File: config.mk
export PLATFORM = sky130hd
export DESIGN_NAME = seg_display_mux_flat
export DESIGN_NICKNAME = d
export VERILOG_FILES = /design/src/rtl/seg_display_mux_if.sv /design/src/rtl/seg_display_mux.sv /design/src/flat_wrapper.sv
export SDC_FILE = /design/constraint.sdc
export NUM_CORES = 1
export LEC_CHECK = 0
export ABC_AREA = 0
export CAP_MARGIN = 15
export CORE_UTILIZATION = 56
export DETAILED_ROUTE_END_ITERATION = 10
export HOLD_SLACK_MARGIN = 0.12
export PLACE_DENSITY = 0.76
export SLEW_MARGIN = 30
export SYNTH_ARGS = -nofsm -noshare
export SYNTH_HDL_FRONTEND = slang
export SYNTH_SLANG_ARGS = --single-unit
File: constraint.sdc
create_clock -name clk -period 2.45 [get_ports clk]
set_input_delay 0.3675 -clock clk [delete_from_list [all_inputs] [get_ports clk]]
set_output_delay 0.3675 -clock clk [all_outputs]
set_load 0.02 [all_outputs]
File: src/rtl/seg_display_mux_if.sv
// Bundle between the stopwatch digit counters and the 7-segment display pins.
// The master drives digits and adjust controls; the slave drives the pins.
interface seg_display_mux_if;
    logic [2:0] minT;
    logic [3:0] minO;
    logic [2:0] secT;
    logic [3:0] secO;
    logic       ADJ;
    logic       SEL;
    logic [3:0] an;
    logic [6:0] seg;
    logic       dp;

    modport master (
        output minT, minO, secT, secO, ADJ, SEL,
        input  an, seg, dp
    );

    modport slave (
        input  minT, minO, secT, secO, ADJ, SEL,
        output an, seg, dp
    );
endinterface

File: src/rtl/seg_display_mux.sv
// Time-multiplexes four BCD stopwatch digits onto a shared active-low 7-seg bus,
// blinking the field under adjustment. All pin outputs are registered.
module seg_display_mux #(
    parameter int SCAN_DIV  = 100000,
    parameter int BLINK_DIV = 25000000
) (
    input  logic               clk,
    input  logic               RESET_N,
    seg_display_mux_if.slave   bus
);

    localparam int SCAN_W  = $clog2(SCAN_DIV);
    localparam int BLINK_W = $clog2(BLINK_DIV);
    localparam logic [SCAN_W-1:0]  SCAN_LAST  = SCAN_W'(SCAN_DIV - 1);
    localparam logic [BLINK_W-1:0] BLINK_LAST = BLINK_W'(BLINK_DIV - 1);

    logic [SCAN_W-1:0]  scan_cnt_r;
    logic [1:0]         digit_idx_r;
    logic [BLINK_W-1:0] blink_cnt_r;
    logic               blink_ph_r;
    logic [3:0]         an_r;
    logic [6:0]         seg_r;
    logic               dp_r;

    logic               scan_wrap_s;
    logic               blink_wrap_s;
    logic [3:0]         digit_val_s;
    logic [3:0]         an_dig_s;
    logic               in_field_s;
    logic               blank_s;
    logic [3:0]         an_nxt_s;
    logic [6:0]         seg_nxt_s;
    logic               dp_nxt_s;

    // Active-low {g,f,e,d,c,b,a}; non-decimal codes blank the segments.
    function automatic logic [6:0] bcd_to_seg(input logic [3:0] val);
        logic [6:0] s;
        case (val)
            4'd0:    s = 7'b1000000;
            4'd1:    s = 7'b1111001;
            4'd2:    s = 7'b0100100;
            4'd3:    s = 7'b0110000;
            4'd4:    s = 7'b0011001;
            4'd5:    s = 7'b0010010;
            4'd6:    s = 7'b0000010;
            4'd7:    s = 7'b1111000;
            4'd8:    s = 7'b0000000;
            4'd9:    s = 7'b0010000;
            default: s = 7'b1111111;
        endcase
        return s;
    endfunction

    assign scan_wrap_s  = (scan_cnt_r == SCAN_LAST);
    assign blink_wrap_s = (blink_cnt_r == BLINK_LAST);

    // Scan timebase: digit slot advances when the slot counter wraps.
    always_ff @(posedge clk or negedge RESET_N) begin
        if (!RESET_N) begin
            scan_cnt_r  <= '0;
            digit_idx_r <= 2'd0;
        end else if (scan_wrap_s) begin
            scan_cnt_r  <= '0;
            digit_idx_r <= digit_idx_r + 2'd1;
        end else begin
            scan_cnt_r  <= scan_cnt_r + SCAN_W'(1);
        end
    end

    // Blink timebase: held cleared outside adjust so each adjust starts visible.
    always_ff @(posedge clk or negedge RESET_N) begin
        if (!RESET_N) begin
            blink_cnt_r <= '0;
            blink_ph_r  <= 1'b0;
        end else if (!bus.ADJ) begin
            blink_cnt_r <= '0;
            blink_ph_r  <= 1'b0;
        end else if (blink_wrap_s) begin
            blink_cnt_r <= '0;
            blink_ph_r  <= ~blink_ph_r;
        end else begin
            blink_cnt_r <= blink_cnt_r + BLINK_W'(1);
        end
    end

    // Select the current slot's digit and anode, then apply field blanking.
    always_comb begin
        digit_val_s = 4'd0;
        an_dig_s    = 4'b1111;
        case (digit_idx_r)
            2'd0: begin
                digit_val_s = bus.secO;
                an_dig_s    = 4'b1110;
            end
            2'd1: begin
                digit_val_s = {1'b0, bus.secT};
                an_dig_s    = 4'b1101;
            end
            2'd2: begin
                digit_val_s = bus.minO;
                an_dig_s    = 4'b1011;
            end
            2'd3: begin
                digit_val_s = {1'b0, bus.minT};
                an_dig_s    = 4'b0111;
            end
            default: begin
                digit_val_s = 4'd0;
                an_dig_s    = 4'b1111;
            end
        endcase

        in_field_s = (digit_idx_r[1] == bus.SEL);
        blank_s    = bus.ADJ & blink_ph_r & in_field_s;

        if (blank_s) begin
            an_nxt_s  = 4'b1111;
            seg_nxt_s = 7'b1111111;
            dp_nxt_s  = 1'b1;
        end else begin
            an_nxt_s  = an_dig_s;
            seg_nxt_s = bcd_to_seg(digit_val_s);
            dp_nxt_s  = (digit_idx_r == 2'd2) ? 1'b0 : 1'b1;
        end
    end

    // Pin registers: an, seg and dp update together so anodes never overlap.
    always_ff @(posedge clk or negedge RESET_N) begin
        if (!RESET_N) begin
            an_r  <= 4'b1111;
            seg_r <= 7'b1111111;
            dp_r  <= 1'b1;
        end else begin
            an_r  <= an_nxt_s;
            seg_r <= seg_nxt_s;
            dp_r  <= dp_nxt_s;
        end
    end

    assign bus.an  = an_r;
    assign bus.seg = seg_r;
    assign bus.dp  = dp_r;

endmodule

File: src/flat_wrapper.sv
// flat-port wrapper written by rule: the top's interface ports become plain ports
module seg_display_mux_flat 
#(
    parameter int SCAN_DIV  = 100000,
    parameter int BLINK_DIV = 25000000
)
  (clk, RESET_N, bus_minT, bus_minO, bus_secT, bus_secO, bus_ADJ, bus_SEL, bus_an, bus_seg, bus_dp);
  seg_display_mux_if bus_i ();
  input  logic clk;
  input  logic RESET_N;
  input wire logic [$bits(bus_i.minT)-1:0] bus_minT;
  input wire logic [$bits(bus_i.minO)-1:0] bus_minO;
  input wire logic [$bits(bus_i.secT)-1:0] bus_secT;
  input wire logic [$bits(bus_i.secO)-1:0] bus_secO;
  input wire logic [$bits(bus_i.ADJ)-1:0] bus_ADJ;
  input wire logic [$bits(bus_i.SEL)-1:0] bus_SEL;
  output wire logic [$bits(bus_i.an)-1:0] bus_an;
  output wire logic [$bits(bus_i.seg)-1:0] bus_seg;
  output wire logic [$bits(bus_i.dp)-1:0] bus_dp;
  assign bus_i.minT = bus_minT;
  assign bus_i.minO = bus_minO;
  assign bus_i.secT = bus_secT;
  assign bus_i.secO = bus_secO;
  assign bus_i.ADJ = bus_ADJ;
  assign bus_i.SEL = bus_SEL;
  assign bus_an = bus_i.an;
  assign bus_seg = bus_i.seg;
  assign bus_dp = bus_i.dp;
  seg_display_mux #(.SCAN_DIV(SCAN_DIV), .BLINK_DIV(BLINK_DIV)) u_core (.clk(clk), .RESET_N(RESET_N), .bus(bus_i));
endmodule
==> metrics.txt <==
drt drc=0; register clock-pin slew on the reported worst setup and hold paths=0.10 ns; most frequent cell after synthesis=dfrtp_1; die width=72.97 um; routability cong.=0.8677; diodes inserted=0; critical path arrival=2.43 ns; delay-heaviest family, CP=compound AO/OA/AOI/OAI gates; multiplexer area fraction after synthesis=1.154%; slowest CP cell=dfrtp_1; Final Critical Period=2.203 ns; RSZ-0062 raised after global routing=false; worst slew pin tran=0.5826 ns; Async S/R FF share, synth=100.0%; Yosys reg bits=56; Gate Count Post-Synth=270; WP depth=7; largest net degree at the start of global routing=33; simple-gate share of the synthesized area=24.13%; first-pass GRT wire length=9066 um; largest cells by area after synthesis=dfrtp_1 (40%), dfstp_2 (10%), xor2_1 (7.8%); Mapped Nets=297; CP max FO=10; Syn Std Cell Area=0.002820 mm2; area leader, netlist=dfrtp_1; Setup CP Type=flip-flop to flip-flop; Tcrit/Tclk final=89.93%; most frequent CP cell=o21ai_0; Nets=332; Sum Neg Setup Slack=0 ns; number of synthesized flops with an enable pin=0; FMAX=0.4539 GHz; Clock Tree Buf Depth=2; HPWL Detailed=3780 um; root buffer cell=clkbuf_8; CTS tree=built; critical path, cell by cell=inv_1, ha_1, and3b_1, a21oi_1, o21ai_0, o21ai_0, nand2_1; Num CTS Buffers=5; Syn-to-layout area delta=17.13%; via count=1980; WP buf/inv=1; core footprint=0.004786 mm2; Final WS setup=0.2467 ns; die height=72.97 um; Pre-antenna DRT Iters=4; Hold WC Path Type=flip-flop to flip-flop; status=finished, final reports clean; CP peak stage delay=0.45 ns; Synth Flop Type=dfrtp_1; WP data required=2.68 ns; max cap viols=0; Worst setup SP type=flip-flop; worst skew pair latency=0.31 ns; FILL cells=392; Core Rows=25; xor/xnor share of the synthesized area=12.73%; syn_area_per_cell=10.45 um2; Place WS=0.3233 ns; Static Leak=0.001444 uW; initial DRC count=152; Post-CTS Setup Inserts=0; Slew HR=61.16%; VDD IR max=348.7 uV; Worst setup EP type=flip-flop; Clock Skew=0.01015 ns; initial antenna violation count=0; final setup vio count=0; Worst R2R Path Depth=7; I/O pin cnt=30; post-route ant nets=0; Compound-Gate Fraction of Synth Area=4.348%; Netlist cell types=40; worst hold path depth=1; sequential area share after synthesis=50.18%; vias in the first global route=1963; Final Max Slew Viols=0; Vias/cell=5.308; Starting Density=58.93%; Overflow after GRT=0; Buffers on Ports=29; synthesized-area fraction occupied by adder cells=3.993%; Resize count post-CTS=0; Avg WL per Cell=13.98 um; post-synth top area share=39.93%; die area=0.005324 mm2; total routed wirelength=5214 um; Synth top cells by count=dfrtp_1 (45), nor2_1 (35), xor2_1 (25); GRT Resource Usage Total=22.41%; share of cells above drive strength 1=13.73%; endpoints failing hold=0; largest family of logic cells by synthesized area=simple AND/OR/NAND/NOR gates; CTS Sinks=56; H-tree levels=2; PwrDens=514.2 mW/mm2; Syn. warnings=0
==> final timing paths <==
path | start | to | slack [ns]
worst min register to register | u_core.scan_cnt_r[0]$_DFF_PN0_ | u_core.scan_cnt_r[0]$_DFF_PN0_ | 0.49
min in group asynchronous | RESET_N | u_core.blink_cnt_r[18]$_DFF_PN0_ | 0.59
worst min-delay path | u_core.scan_cnt_r[0]$_DFF_PN0_ | u_core.scan_cnt_r[0]$_DFF_PN0_ | 0.49
worst max-delay path | u_core.digit_idx_r[1]$_DFFE_PN0N_ | u_core.bus.seg[4]$_DFF_PN1_ | 0.25
worst max register to register | u_core.digit_idx_r[1]$_DFFE_PN0N_ | u_core.bus.seg[4]$_DFF_PN1_ | 0.25
max in group asynchronous | RESET_N | u_core.bus.seg[3]$_DFF_PN1_ | 1.22
==> state kept, by name, summed over array words and instances (netlist names) <==
signal / cells
u_core.blink_cnt_r: 25
u_core.scan_cnt_r: 17
u_core.bus.seg: 7
u_core.bus.an: 4
u_core.digit_idx_r: 2
u_core.blink_ph_r: 1
==> routing by layer <==
| layer | track usage (%) | vias up | share of wire (%) |
|---|---|---|---|
| met1 | 31.70 | 945 | 49 |
| met4 | 6.536 | 0 | 1.2 |
| met2 | 35.51 | 43 | 47 |
| li1 | - | 985 | - |
| met3 | 4.006 | 7 | 3.1 |
| met5 | 0 | - | 0 |
==> cells by family after synthesis <==
logic type,after synthesis
DFF,56
adders and majority gates,9
AOI/OAI and AO/OA,19
buffers and inverters,16
and+or+nand+nor,126
xor gates and xnor gates,41
muxes,3
==> power by group <==
part,total (uW),switching (uW),internal [uW]
combinational,132,70.8,61.3
clock,614,294,320
sequential,953,7.66,945
total,1700,372,1330
==> cell type report <==
type | instances | area [um2] | area share, %
timing repair buffer | 34 | 337.8 | 10.23
multi-input combinational | 198 | 1308 | 39.58
tap | 67 | 83.83 | 2.538
clock buffer | 8 | 121.4 | 3.674
inverter | 10 | 37.54 | 1.136
sequential | 56 | 1415 | 42.84
==> cell usage in the layout (no fill, tap or decap), drive strengths merged, types with 4 or more instances in the layout <==
master         instances
a21oi                  4
and4                   5
buf                    5
clkbuf                 8
clkdlybuf4s50         28
dfrtp                 45
dfstp                 11
ha                     9
inv                   10
nand2                 24
nand3                 18
nand4                 13
nor2                  45
nor3                   4
nor4                   4
o21ai                  8
xnor2                 16
xor2                  25
==> through the flow <==
| stage | hold slack, ns | std cells | area, um2 | power, uW | utilization (%) |
|---|---|---|---|---|---|
| floorplan | 0.07191 | 270 | 2820 | 1028 | - |
| global placement | 0.3949 | 364 | 3172 | 1099 | 66.27 |
| detailed placement | 0.4000 | 364 | 3172 | 1103 | 66.27 |
| CTS | 0.4919 | 373 | 3303 | 1720 | 69.02 |
| global route | 0.5175 | 373 | 3303 | 1769 | 69.02 |
| finish | 0.4920 | 373 | 3303 | 1699 | 69.02 |
==> repair_timing <==
action	CTS	global route
endpoints found under the setup margin	0	0
hold endpoints to repair	24	0
hold buffers	1	0
==> worst reg2reg max path: cells and delay by family, from the launching register on <==
| kind | cells | cell delay, ns |
|---|---|---|
| AO/OA/AOI/OAI | 3 | 0.88 |
| flip-flops | 1 | 0.45 |
| adder cells (fa/ha/maj) | 1 | 0.39 |
| AND/OR/NAND/NOR | 2 | 0.29 |
| buffers and inverters | 1 | 0.12 |
Note: power is estimated with default switching activity, not from simulation.
